==> config.mk <==
export PLATFORM = sky130hd
export DESIGN_NAME = id_stage_flat
export DESIGN_NICKNAME = d
export VERILOG_FILES = /design/src/rtl/id_stage_if.sv /design/src/rtl/id_stage.sv /design/src/flat_wrapper.sv
export SDC_FILE = /design/constraint.sdc
export NUM_CORES = 1
export LEC_CHECK = 0
export ABC_CLOCK_PERIOD_IN_PS = 9230
export CAP_MARGIN = 10
export CORE_MARGIN = 2
export CORE_UTILIZATION = 25
export DETAILED_ROUTE_END_ITERATION = 10
export DONT_BUFFER_PORTS = 1
export HOLD_SLACK_MARGIN = 0.02
export PLACE_DENSITY_LB_ADDON = 0.15
export SYNTH_ARGS = -nofsm -noshare
export SYNTH_HDL_FRONTEND = slang
export SYNTH_SLANG_ARGS = --single-unit
==> constraint.sdc <==
create_clock -name clk -period 9.23 [get_ports clk]
set_clock_uncertainty 0.05 [all_clocks]
set_input_delay 1.846 -clock clk [delete_from_list [all_inputs] [get_ports clk]]
set_output_delay 1.846 -clock clk [all_outputs]
set_load 0.02 [all_outputs]
==> src/rtl/id_stage_if.sv <==
// Handshake, register-file and bypass-free hazard signals between the decode stage and its neighbours.
// The slave modport is the decode stage itself; the master modport is the IF/RF/EX environment.
interface id_stage_if;
    logic          IF_to_ID_Valid;
    logic [63:0]   IF_to_ID_Bus;
    logic          ID_Allow_in;
    logic          ID_Valid;
    logic [32:0]   Branch_or_Jump_Bus;
    logic [4:0]    RF_raddr1;
    logic [4:0]    RF_raddr2;
    logic [31:0]   RF_rdata1;
    logic [31:0]   RF_rdata2;
    logic [5:0]    EX_dest;
    logic [5:0]    MEM_dest;
    logic [5:0]    WB_dest;
    logic          EX_Allow_in;
    logic          ID_to_EX_Valid;
    logic [141:0]  ID_to_EX_Bus;

    modport slave (
        input  IF_to_ID_Valid, IF_to_ID_Bus, RF_rdata1, RF_rdata2,
        input  EX_dest, MEM_dest, WB_dest, EX_Allow_in,
        output ID_Allow_in, ID_Valid, Branch_or_Jump_Bus, RF_raddr1, RF_raddr2,
        output ID_to_EX_Valid, ID_to_EX_Bus
    );

    modport master (
        output IF_to_ID_Valid, IF_to_ID_Bus, RF_rdata1, RF_rdata2,
        output EX_dest, MEM_dest, WB_dest, EX_Allow_in,
        input  ID_Allow_in, ID_Valid, Branch_or_Jump_Bus, RF_raddr1, RF_raddr2,
        input  ID_to_EX_Valid, ID_to_EX_Bus
    );
endinterface

==> src/rtl/id_stage.sv <==
// RV32I decode stage: holds one instruction, interlocks on RAW hazards (no bypass),
// resolves branches/jumps combinationally and hands a decoded bundle to EX.
module id_stage (
    input  logic      clk,
    input  logic      rst,
    id_stage_if.slave bus
);
    localparam logic [3:0] CLS_OP    = 4'd0;
    localparam logic [3:0] CLS_OPIMM = 4'd1;
    localparam logic [3:0] CLS_LUI   = 4'd2;
    localparam logic [3:0] CLS_AUIPC = 4'd3;
    localparam logic [3:0] CLS_JAL   = 4'd4;
    localparam logic [3:0] CLS_JALR  = 4'd5;
    localparam logic [3:0] CLS_BR    = 4'd6;
    localparam logic [3:0] CLS_LOAD  = 4'd7;
    localparam logic [3:0] CLS_STORE = 4'd8;
    localparam logic [3:0] CLS_ILL   = 4'd15;

    logic        id_valid_r;
    logic [63:0] inst_pc_r;
    logic [31:0] inst_s, pc_s, imm_s, src1_s, src2_s;
    logic [31:0] pc_plus4_s, target_s;
    logic [6:0]  opcode_s;
    logic [4:0]  rs1_s, rs2_s, rd_s;
    logic [2:0]  funct3_s;
    logic [3:0]  op_class_s;
    logic        use_rs1_s, use_rs2_s, rf_we_s, br_cond_s;
    logic        stall_s, allow_in_s, to_ex_valid_s, fire_s, taken_s;

    // A source register matches a valid, non-x0 destination in a later stage.
    function automatic logic hit_f(input logic [5:0] dest, input logic [4:0] rs);
        return dest[5] & (dest[4:0] == rs) & (rs != 5'd0);
    endfunction

    assign inst_s   = inst_pc_r[63:32];
    assign pc_s     = inst_pc_r[31:0];
    assign opcode_s = inst_s[6:0];
    assign rd_s     = inst_s[11:7];
    assign funct3_s = inst_s[14:12];
    assign rs1_s    = inst_s[19:15];
    assign rs2_s    = inst_s[24:20];

    // Instruction register: accept a new instruction whenever the slot is free or draining.
    always_ff @(posedge clk or negedge rst) begin
        if (!rst) begin
            id_valid_r <= 1'b0;
            inst_pc_r  <= 64'd0;
        end else if (allow_in_s) begin
            id_valid_r <= bus.IF_to_ID_Valid;
            if (bus.IF_to_ID_Valid) begin
                inst_pc_r <= bus.IF_to_ID_Bus;
            end
        end
    end

    // Opcode classification, operand-use flags and immediate extraction.
    always_comb begin
        op_class_s = CLS_ILL;
        imm_s      = 32'd0;
        use_rs1_s  = 1'b0;
        use_rs2_s  = 1'b0;
        case (opcode_s)
            7'b0110011: begin op_class_s = CLS_OP; use_rs1_s = 1'b1; use_rs2_s = 1'b1; end
            7'b0010011: begin op_class_s = CLS_OPIMM; use_rs1_s = 1'b1;
                              imm_s = {{20{inst_s[31]}}, inst_s[31:20]}; end
            7'b0110111: begin op_class_s = CLS_LUI; imm_s = {inst_s[31:12], 12'd0}; end
            7'b0010111: begin op_class_s = CLS_AUIPC; imm_s = {inst_s[31:12], 12'd0}; end
            7'b1101111: begin op_class_s = CLS_JAL;
                              imm_s = {{11{inst_s[31]}}, inst_s[31], inst_s[19:12], inst_s[20], inst_s[30:21], 1'b0}; end
            7'b1100111: begin op_class_s = CLS_JALR; use_rs1_s = 1'b1;
                              imm_s = {{20{inst_s[31]}}, inst_s[31:20]}; end
            7'b1100011: begin op_class_s = CLS_BR; use_rs1_s = 1'b1; use_rs2_s = 1'b1;
                              imm_s = {{19{inst_s[31]}}, inst_s[31], inst_s[7], inst_s[30:25], inst_s[11:8], 1'b0}; end
            7'b0000011: begin op_class_s = CLS_LOAD; use_rs1_s = 1'b1;
                              imm_s = {{20{inst_s[31]}}, inst_s[31:20]}; end
            7'b0100011: begin op_class_s = CLS_STORE; use_rs1_s = 1'b1; use_rs2_s = 1'b1;
                              imm_s = {{20{inst_s[31]}}, inst_s[31:25], inst_s[11:7]}; end
            default:    begin op_class_s = CLS_ILL; end
        endcase
    end

    // Register-writing classes; x0 is never written.
    always_comb begin
        rf_we_s = 1'b0;
        case (op_class_s)
            CLS_OP, CLS_OPIMM, CLS_LUI, CLS_AUIPC,
            CLS_JAL, CLS_JALR, CLS_LOAD: rf_we_s = (rd_s != 5'd0);
            default:                     rf_we_s = 1'b0;
        endcase
    end

    // Operand selection; jumps carry the link address in src2.
    always_comb begin
        src1_s = 32'd0;
        src2_s = 32'd0;
        if (rs1_s != 5'd0) begin
            src1_s = bus.RF_rdata1;
        end else begin
            src1_s = 32'd0;
        end
        if ((op_class_s == CLS_JAL) || (op_class_s == CLS_JALR)) begin
            src2_s = pc_plus4_s;
        end else if (rs2_s != 5'd0) begin
            src2_s = bus.RF_rdata2;
        end else begin
            src2_s = 32'd0;
        end
    end

    // Conditional-branch outcome from the selected operands.
    always_comb begin
        br_cond_s = 1'b0;
        case (funct3_s)
            3'b000:  br_cond_s = (src1_s == src2_s);
            3'b001:  br_cond_s = (src1_s != src2_s);
            3'b100:  br_cond_s = ($signed(src1_s) <  $signed(src2_s));
            3'b101:  br_cond_s = ($signed(src1_s) >= $signed(src2_s));
            3'b110:  br_cond_s = (src1_s <  src2_s);
            3'b111:  br_cond_s = (src1_s >= src2_s);
            default: br_cond_s = 1'b0;
        endcase
    end

    // RAW interlock and the IF/EX handshake.
    always_comb begin
        stall_s = 1'b0;
        if (id_valid_r) begin
            stall_s = (use_rs1_s & (hit_f(bus.EX_dest, rs1_s) | hit_f(bus.MEM_dest, rs1_s) | hit_f(bus.WB_dest, rs1_s)))
                    | (use_rs2_s & (hit_f(bus.EX_dest, rs2_s) | hit_f(bus.MEM_dest, rs2_s) | hit_f(bus.WB_dest, rs2_s)));
        end else begin
            stall_s = 1'b0;
        end
        allow_in_s    = ~id_valid_r | (~stall_s & bus.EX_Allow_in);
        to_ex_valid_s = id_valid_r & ~stall_s;
        fire_s        = to_ex_valid_s & bus.EX_Allow_in;
    end

    assign pc_plus4_s = pc_s + 32'd4;
    assign target_s   = (op_class_s == CLS_JALR) ? ((src1_s + imm_s) & 32'hFFFF_FFFE) : (pc_s + imm_s);
    assign taken_s    = fire_s & ((op_class_s == CLS_JAL) | (op_class_s == CLS_JALR)
                                  | ((op_class_s == CLS_BR) & br_cond_s));

    assign bus.ID_Allow_in        = allow_in_s;
    assign bus.ID_Valid           = id_valid_r;
    assign bus.ID_to_EX_Valid     = to_ex_valid_s;
    assign bus.RF_raddr1          = rs1_s;
    assign bus.RF_raddr2          = rs2_s;
    assign bus.Branch_or_Jump_Bus = {taken_s, target_s};
    assign bus.ID_to_EX_Bus       = {pc_s, src1_s, src2_s, imm_s, rd_s, rf_we_s,
                                     op_class_s, funct3_s, inst_s[30]};
endmodule

==> src/flat_wrapper.sv <==
// flat-port wrapper written by rule: the top's interface ports become plain ports
module id_stage_flat 
  (clk, rst, bus_IF_to_ID_Valid, bus_IF_to_ID_Bus, bus_RF_rdata1, bus_RF_rdata2, bus_EX_dest, bus_MEM_dest, bus_WB_dest, bus_EX_Allow_in, bus_ID_Allow_in, bus_ID_Valid, bus_Branch_or_Jump_Bus, bus_RF_raddr1, bus_RF_raddr2, bus_ID_to_EX_Valid, bus_ID_to_EX_Bus);
  id_stage_if bus_i ();
  input  logic clk;
  input  logic rst;
  input wire logic [$bits(bus_i.IF_to_ID_Valid)-1:0] bus_IF_to_ID_Valid;
  input wire logic [$bits(bus_i.IF_to_ID_Bus)-1:0] bus_IF_to_ID_Bus;
  input wire logic [$bits(bus_i.RF_rdata1)-1:0] bus_RF_rdata1;
  input wire logic [$bits(bus_i.RF_rdata2)-1:0] bus_RF_rdata2;
  input wire logic [$bits(bus_i.EX_dest)-1:0] bus_EX_dest;
  input wire logic [$bits(bus_i.MEM_dest)-1:0] bus_MEM_dest;
  input wire logic [$bits(bus_i.WB_dest)-1:0] bus_WB_dest;
  input wire logic [$bits(bus_i.EX_Allow_in)-1:0] bus_EX_Allow_in;
  output wire logic [$bits(bus_i.ID_Allow_in)-1:0] bus_ID_Allow_in;
  output wire logic [$bits(bus_i.ID_Valid)-1:0] bus_ID_Valid;
  output wire logic [$bits(bus_i.Branch_or_Jump_Bus)-1:0] bus_Branch_or_Jump_Bus;
  output wire logic [$bits(bus_i.RF_raddr1)-1:0] bus_RF_raddr1;
  output wire logic [$bits(bus_i.RF_raddr2)-1:0] bus_RF_raddr2;
  output wire logic [$bits(bus_i.ID_to_EX_Valid)-1:0] bus_ID_to_EX_Valid;
  output wire logic [$bits(bus_i.ID_to_EX_Bus)-1:0] bus_ID_to_EX_Bus;
  assign bus_i.IF_to_ID_Valid = bus_IF_to_ID_Valid;
  assign bus_i.IF_to_ID_Bus = bus_IF_to_ID_Bus;
  assign bus_i.RF_rdata1 = bus_RF_rdata1;
  assign bus_i.RF_rdata2 = bus_RF_rdata2;
  assign bus_i.EX_dest = bus_EX_dest;
  assign bus_i.MEM_dest = bus_MEM_dest;
  assign bus_i.WB_dest = bus_WB_dest;
  assign bus_i.EX_Allow_in = bus_EX_Allow_in;
  assign bus_ID_Allow_in = bus_i.ID_Allow_in;
  assign bus_ID_Valid = bus_i.ID_Valid;
  assign bus_Branch_or_Jump_Bus = bus_i.Branch_or_Jump_Bus;
  assign bus_RF_raddr1 = bus_i.RF_raddr1;
  assign bus_RF_raddr2 = bus_i.RF_raddr2;
  assign bus_ID_to_EX_Valid = bus_i.ID_to_EX_Valid;
  assign bus_ID_to_EX_Bus = bus_i.ID_to_EX_Bus;
  id_stage u_core (.clk(clk), .rst(rst), .bus(bus_i));
endmodule
==> metrics.md, run 1 <==
| Metric | Value |
|---|---|
| Status | complete, no violations |
| Vias in the first global route | 7990 |
| Largest family of logic cells by synthesized area | compound AO/OA/AOI/OAI gates |
| Hold Buf Count CTS | 0 |
| Top cells by count, synth | 94 x ha_1, 87 x nand2_1, 73 x a21oi_1 |
| Worst-path fanout max | 6 |
| Initial DRC count | 428 |
| Leak | approximately 4.5 nW |
| Nets@finish | 1294 |
| Number of placed I/O pins | between 300 and 400 |
| Fill count | 3942 |
| Period utilization | 0.891 |
| Min-delay worst type | register to register |
| DR DRC count | 0 |
| HPWL Detailed | 31300 um |
| TritonCTS clock tree | built |
| CP startpoint kind | register |
| Synth Area in Simple Gates | 0.188 |
| Per-cell routed wire length | 25.2 um |
| Sequential-to-total area share from yosys stat | 0.178 |
| Cell taking the most area after synthesis | dfrtp_1 |
| Synth warn | 0 |
| Vias per Instance | 5.22 |
| Clk Latency, worst-skew pair | around 370 ps |
| Slew headroom | 0.290 |
| Initial antenna violation count | 3 |
| CTS Buf Count | 9 |
| Die Height | 195 um |
| Synth Area in XOR/XNOR | 0.104 |
| Max VDD drop | ~0.11 mV |
| Data arrival, critical path | approximately 6300 ps |
| # clock sinks | 65 |
| H-tree levels | 3 |
| Finished Core Util | 0.264 |
| GRT overflow | 0 |
| Async S/R FF share, synth | 1.00 |
| DRT Pass-1 Iters | 5 |
| GRT Total Usage | 0.198 |
| Routability Congestion | 0.835 |
| Syn avg cell area | 8.11 um^2 |
| # setup viols final | 0 |
| Post-synthesis compound-gate area fraction | 0.217 |
| DRT antenna net count | 0 |
| RSZ-0062 raised after global routing | false |
| Most frequent cell after synthesis | ha_1 |
| Worst Setup End Kind | output pin |
| Worst-path clk slew | approximately 70 ps |
| Top_reg_cell synth | dfrtp_1 |
| Pwr/cell area | about 160 nW/um^2 |
| Max Root-Sink Buffers | 2 |
| Post-synthesis mux area share | 0.0906 |
| Final Critical Period | slightly above 8000 ps |
| Hold Fails Final Rpt | 0 |
| Layout area overhead | 3.68% |
| PostCTS Resize Cnt | 0 |
| Synth Register Bits | 65 |
| Adder-Cell Fraction of Synth Area | 0.133 |
| Post-synth top area share | 0.178 |
| Core Footprint | 35700 um^2 |
| Fmax | approximately 0.12 GHz |
| Max cap viols | 0 |
| Final Non-Filler Cells | 1515 |
| Distinct cell type count after synthesis | 67 |
| DR vias | 7905 |
| Synth area leaders | dfrtp_1 18%, ha_1 13%, mux2_2 8.0% |
| Share of layout cells above drive strength 1 | 0.107 |
| Critical Path RT | 7330 ps |
| Die area | 38000 um^2 |
| Max Slew Vio Count | 0 |
| Initial Utilization | 0.255 |
| Worst-Margin Slew | between 1000 and 1500 ps |
| Die Wd | 195 um |
| Cells after DPL | 1498 |
| Final setup TNS | 0 ps |
| Root Buffer | clkbuf_16 |
| Worst setup path category | register to output pin |
| Syn Nets | 1370 |
| Post-synth EDFFs | 0 |
| Post-CTS Setup Bufs | 0 |
| Largest net degree at the start of global routing | 66 |
| Mapped Cells | 1124 |
| Buffers on Ports | 0 |
| Drt total wl | 38200 um |
| First-pass GRT wire length | 54600 um |
| FP Rows | roughly 70 |
| Synthesized cell area | 9110 um^2 |
[area by class of cell]
cell class                      count  area, um^2  area share
Multi-Input combinational cell    910        6680       0.707
Sequential cell                    65        1630       0.172
Tap cell                          461         577      0.0611
Clock buffer                       10         229      0.0242
Inverter                           54         203      0.0215
Clock inverter                      6        68.8     0.00728
Timing Repair Buffer                8        60.1     0.00636
Antenna cell                        1        2.50    0.000265
[worst paths after layout]
check / start / endpoint / slack [ps] / depth (start not counted)
max in group asynchronous: rst / u_core.inst_pc_r[15] / 7850 / 0
min in group asynchronous: rst / u_core.inst_pc_r[62] / 1120 / 0
setup / recovery: u_core.inst_pc_r[2] / bus_Branch_or_Jump_Bus[32] / 1000 / 22
hold / removal: u_core.inst_pc_r[57] / u_core.inst_pc_r[57] / 590 / 1
setup reg to reg: u_core.inst_pc_r[47] / u_core.inst_pc_r[12] / 5120 / 8
hold reg to reg: u_core.inst_pc_r[57] / u_core.inst_pc_r[57] / 590 / 1
[cell usage in the layout, fill, tap and decap left out, types with 15 or more instances in the layout]
master and instances:
ha_1 94, o21ai_0 64, nand3_1 32, mux2_2 65, xnor2_1 46, nand2_1 87
xor2_1 62, nand2b_1 16, and2_1 38, o21a_1 29, nand4_1 16, a21o_1 61
dfrtp_1 65, nor3_1 15, inv_1 54, nor2_1 58, nor2b_1 24, a21oi_1 73
[metrics by stage]
step / total power, W / hold slack (ps) / worst slack (ps) / cell area [um^2]
6_report: 0.00150 / 587 / 1000 / 9450
5_1_grt: 0.00160 / 606 / 608 / 9450
4_1_cts: 0.00153 / 581 / 934 / 9450
3_5_place_dp: 0.00114 / 567 / 1390 / 9150
3_3_place_gp: 0.00114 / 568 / 1440 / 9150
2_1_floorplan: 0.000998 / 445 / 2600 / 9110
[layer usage]
layer	global-route usage	wire, um	vias to the layer above
li1	-	-	3807
met2	0.332	18100	255
met1	0.245	16700	3808
met5	0	15	-
met3	0.0604	2570	33
met4	0.0537	713	2
[registers in the layout (all words and copies together) (netlist names)]
register	cells
u_core.bus.ID_Valid	1
u_core.inst_pc_r	64
[power by group]
group          switching, W  leakage, nW  internal [W]  total, W
Combinational      0.000411         3.56      0.000244  0.000655
Clock              0.000163        0.143      0.000210  0.000373
Sequential         0.000149        0.759      0.000325  0.000474
Total              0.000723         4.46      0.000779   0.00150
[cell families after synthesis]
group                      after synthesis
buffers and inverters                  149
AOI/OAI and AO/OA                      298
muxes                                   74
adders and majority gates               96
xor gates and xnor gates               108
DFF                                     65
and+or+nand+nor                        334
[worst max-delay path, cell delays in order (launching register included)]
cell	delay, ps
dfrtp_1	560
ha_1	240
and3_1	210
and3_1	280
and2_1	240
nor2b_1	410
nand4_1	340
nor2_1	230
xnor2_1	80
o21ai_0	630
inv_1	100
ha_1	210
a21o_1	150
a21o_1	170
a21o_1	170
a21o_1	170
a21o_1	170
a21o_1	180
a221o_1	340
a31oi_1	280
mux2i_1	120
o22a_1	240
a211oi_2	420
(Power assumes the default switching activity.)
==> run 2: changes to the inputs <==
--- a/config.mk
+++ b/config.mk
@@ -6,7 +6,7 @@
 export NUM_CORES = 1
 export LEC_CHECK = 0
 export ABC_CLOCK_PERIOD_IN_PS = 9230
-export CAP_MARGIN = 10
+export CAP_MARGIN = 20
 export CORE_MARGIN = 2
 export CORE_UTILIZATION = 25
 export DETAILED_ROUTE_END_ITERATION = 10
==> results of run 2 <==
No change in the layout: final DEF, timing and power equal those of run 1.
==> run 3: changes to the inputs <==
--- a/config.mk
+++ b/config.mk
@@ -5,8 +5,10 @@
 export SDC_FILE = /design/constraint.sdc
 export NUM_CORES = 1
 export LEC_CHECK = 0
+export ABC_AREA = 1
 export ABC_CLOCK_PERIOD_IN_PS = 9230
 export CAP_MARGIN = 20
+export CORE_ASPECT_RATIO = 1.75
 export CORE_MARGIN = 2
 export CORE_UTILIZATION = 25
 export DETAILED_ROUTE_END_ITERATION = 10
==> run 3 against run 2 <==
Sequential power shrank 5.3%; total power shrank 2.3%; wire length grew 32%; synthesized cell count grew 48%; flip-flop and latch count is the same; hold slack lost 160 ps; first-iteration DRC count grew 27%; clock power shrank 8.8%; sequential share of layout area shrank 1.8 points; setup slack gained 540 ps; critical path depth shrank 1; critical endpoint unchanged.
==> metrics.md, run 3 <==
| Metric | Value |
|---|---|
| Status | complete, no violations |
| Worst setup path category | register to output pin |
| H-tree levels | 3 |
| Clk Latency, worst-skew pair | 360 ps |
| RSZ-0062 raised after global routing | false |
| Data arrival, critical path | 5790 ps |
| Post-place setup slack | roughly 1700 ps |
| # setup viols final | 0 |
| Share of layout cells above drive strength 1 | 0.0638 |
| Async S/R FF share, synth | 1.00 |
| Die Wd | around 160 um |
| Worst Setup End Kind | output pin |
| Number of placed I/O pins | 338 |
| Most frequent cell after synthesis | nand2_1 |
| Crit-path max cell delay | 670 ps |
| Placed instance area | 10200 um^2 |
| Worst-path cell chain | nand2_1 -> nor2_1 -> nand4_1 -> nor4_1 -> nand4_1 -> xor2_1 -> a21oi_1 -> inv_1 -> ha_1 -> nand2_1 -> nor2_1 -> nand2_1 -> nor4_1 -> nand2_1 -> o21ai_0 -> inv_1 -> o21ai_0 -> nor2_1 -> nand3_1 -> nand2_1 -> a21oi_1 |
| Buffers on Ports | 0 |
| # clock sinks | between 60 and 70 |
| Synth area leaders | nand2_1 18%, dfrtp_1 16%, ha_1 12% |
| Cells after DPL | roughly 2100 |
| Routability Congestion | 0.921 |
| Hold Fails Final Rpt | 0 |
| FP Rows | 97 |
| Synth warn | 0 |
| Layout area overhead | 4.28% |
| DR vias | between 10000 and 15000 |
| Post-synth EDFFs | 0 |
| Finished Core Util | 0.264 |
| Post-CTS Setup Bufs | 0 |
| Final Non-Filler Cells | 2094 |
| Cell family with most CP delay | simple AND/OR/NAND/NOR gates |
| Final Critical Period | slightly below 8000 ps |
| Synth Register Bits | 65 |
| Max FFs per register | 64 |
| Post-synthesis mux area share | 0.000992 |
| Most used cell, CP | nand2_1 |
| Non-Filler Cell Area, Final | 10500 um^2 |
| Synth Area in XOR/XNOR | 0.0391 |
| Initial antenna violation count | 1 |
| DRT Pass-1 Iters | 5 |
| Slowest cell on the critical path | dfrtp_1 |
| Synth Area in Simple Gates | 0.358 |
| Cell taking the most area after synthesis | nand2_1 |
| Max VDD drop | 0.139 mV |
| Max layer used | met4 |
| Distinct cell type count after synthesis | 52 |
| Worst-path clk slew | 60 ps |
| Wire length on met2 | roughly 27000 um |
| Post-synth top area share | 0.176 |
| Max cap viols | 0 |
| DR DRC count | 0 |
| CTS Buf Count | 9 |
| Drt total wl | 50200 um |
| Worst-path fanout max | 8 |
| Slew headroom | 0.219 |
| First-pass GRT wire length | 72700 um |
| Met3 WL | 2530 um |
| Max Slew Vio Count | 0 |
| Fill count | around 4500 |
| Die area | 42000 um^2 |
| Adder-Cell Fraction of Synth Area | 0.121 |
| GRT overflow | 0 |
| Largest net degree at the start of global routing | 67 |
| FF/Latch Area | 1630 um^2 |
| Commonest non-fill, non-tap cell in the layout | nand2_1 |
| Buffers & Inverters on Critical Path | 2 |
| Final setup margin | 1550 ps |
| Initial Utilization | 0.253 |
| Syn avg cell area | 6.09 um^2 |
| Core Footprint | 39900 um^2 |
| Area of the multi-input gates | between 7000 and 8000 um^2 |
| Worst-Margin Slew | 1170 ps |
| Leak | 5.61 nW |
| WL met1 | 18100 um |
| Top cells by count, synth | 474 x nand2_1, 191 x inv_1, 137 x nand3_1 |
| Initial DRC count | 545 |
| Nets@finish | 1839 |
| Vias in the first global route | 10900 |
| Syn Nets | 1904 |
| Vias per Instance | 5.18 |
| Most frequent cells in the layout | 472 x nand2_1, 191 x inv_1, 136 x nand3_1 |
| TritonCTS clock tree | built |
| Period utilization | 0.832 |
| Min-delay worst type | register to register |
| Reg with most FFs | u_core.inst_pc_r |
| Top_reg_cell synth | dfrtp_1 |
| Final setup TNS | 0 ps |
| Mapped Cells | 1658 |
| Hold Buf Count CTS | 0 |
| Max Root-Sink Buffers | 2 |
| Post-synthesis compound-gate area fraction | 0.178 |
| CP startpoint kind | register |
| PostCTS Resize Cnt | 0 |
| Largest family of logic cells by synthesized area | simple AND/OR/NAND/NOR gates |
| Sequential-to-total area share from yosys stat | 0.161 |
| Per-cell routed wire length | roughly 24 um |
| HPWL Detailed | 43200 um |
| Synthesized cell area | about 10000 um^2 |
| Die Height | 270 um |
| Root Buffer | clkbuf_16 |
| Pwr/cell area | 140 nW/um^2 |
| DRT antenna net count | 0 |
| GRT Total Usage | 0.236 |
| Critical Path RT | 7330 ps |
| Fmax | approximately 0.13 GHz |
==> run 3: cell types whose count changed after synthesis, sizes merged, moves of 39 or more <==
cell	previous run	this run
nand2	88	489
inv	54	211
nand3	32	142
mux2	68	0
nor2	59	116
a21oi	74	128
a21o	61	10
o21ai	68	107
==> run 3: worst paths after layout <==
kind | startpoint | to | slack, ps | cells past startpoint
setup / recovery | u_core.inst_pc_r[19] | bus_Branch_or_Jump_Bus[32] | 1550 | 21
hold / removal | u_core.inst_pc_r[32] | u_core.inst_pc_r[32] | 420 | 2
setup reg to reg | u_core.inst_pc_r[56] | u_core.inst_pc_r[10] | 5020 | 10
hold reg to reg | u_core.inst_pc_r[32] | u_core.inst_pc_r[32] | 420 | 2
max in group asynchronous | rst | u_core.inst_pc_r[17] | 7860 | 0
min in group asynchronous | rst | u_core.bus.ID_Valid | 1120 | 0
==> run 3: metrics by stage <==
| step | hold slack [ps] | power (W) |
|---|---|---|
| after floorplan | 392 | 0.000964 |
| after global placement | 411 | 0.00113 |
| after detailed placement | 411 | 0.00113 |
| after CTS | 424 | 0.00148 |
| after global routing | 448 | 0.00157 |
| final | 425 | 0.00147 |
==> run 3: cell families (layout without fill, tap and decap cells) <==
group	Yosys count	in the layout
AOI/OAI and AO/OA	318	318
DFF	65	65
other	0	1
xor gates and xnor gates	45	45
muxes	1	1
adders and majority gates	96	96
buffers and inverters	307	247
and+or+nand+nor	826	826
==> run 3: worst reg2reg max path, cell delays in order, from the launching register on <==
cell and delay (ps):
dfrtp_1 490, inv_1 280, nand4_1 850, nand3_1 440
nand3_1 130, nand2_2 150, buf_4 570, nand2_2 440
buf_4 430, nand2_1 150, nand2_1 90
==> run 3: layout make-up <==
class / instances / area share
Clock inverter: 5 / 0.00369
Tap cell: 495 / 0.0589
Sequential cell: 65 / 0.155
Inverter: 211 / 0.0755
Clock buffer: 11 / 0.0231
Timing Repair Buffer: 20 / 0.0157
Antenna cell: 1 / 0.000238
Multi-Input combinational cell: 1286 / 0.668
==> run 3: layer usage <==
metal | vias up | track usage
li1 | 5328 | -
met3 | 80 | 0.0489
met4 | 0 | 0.104
met1 | 5104 | 0.240
met5 | - | 0
met2 | 333 | 0.453
==> run 3: power by group <==
group          internal [W]  switching (W)  leakage [nW]
logic              0.000183       0.000497          4.68
clock network      0.000191       0.000149         0.136
registers          0.000324       0.000126         0.797
total              0.000697       0.000771          5.61
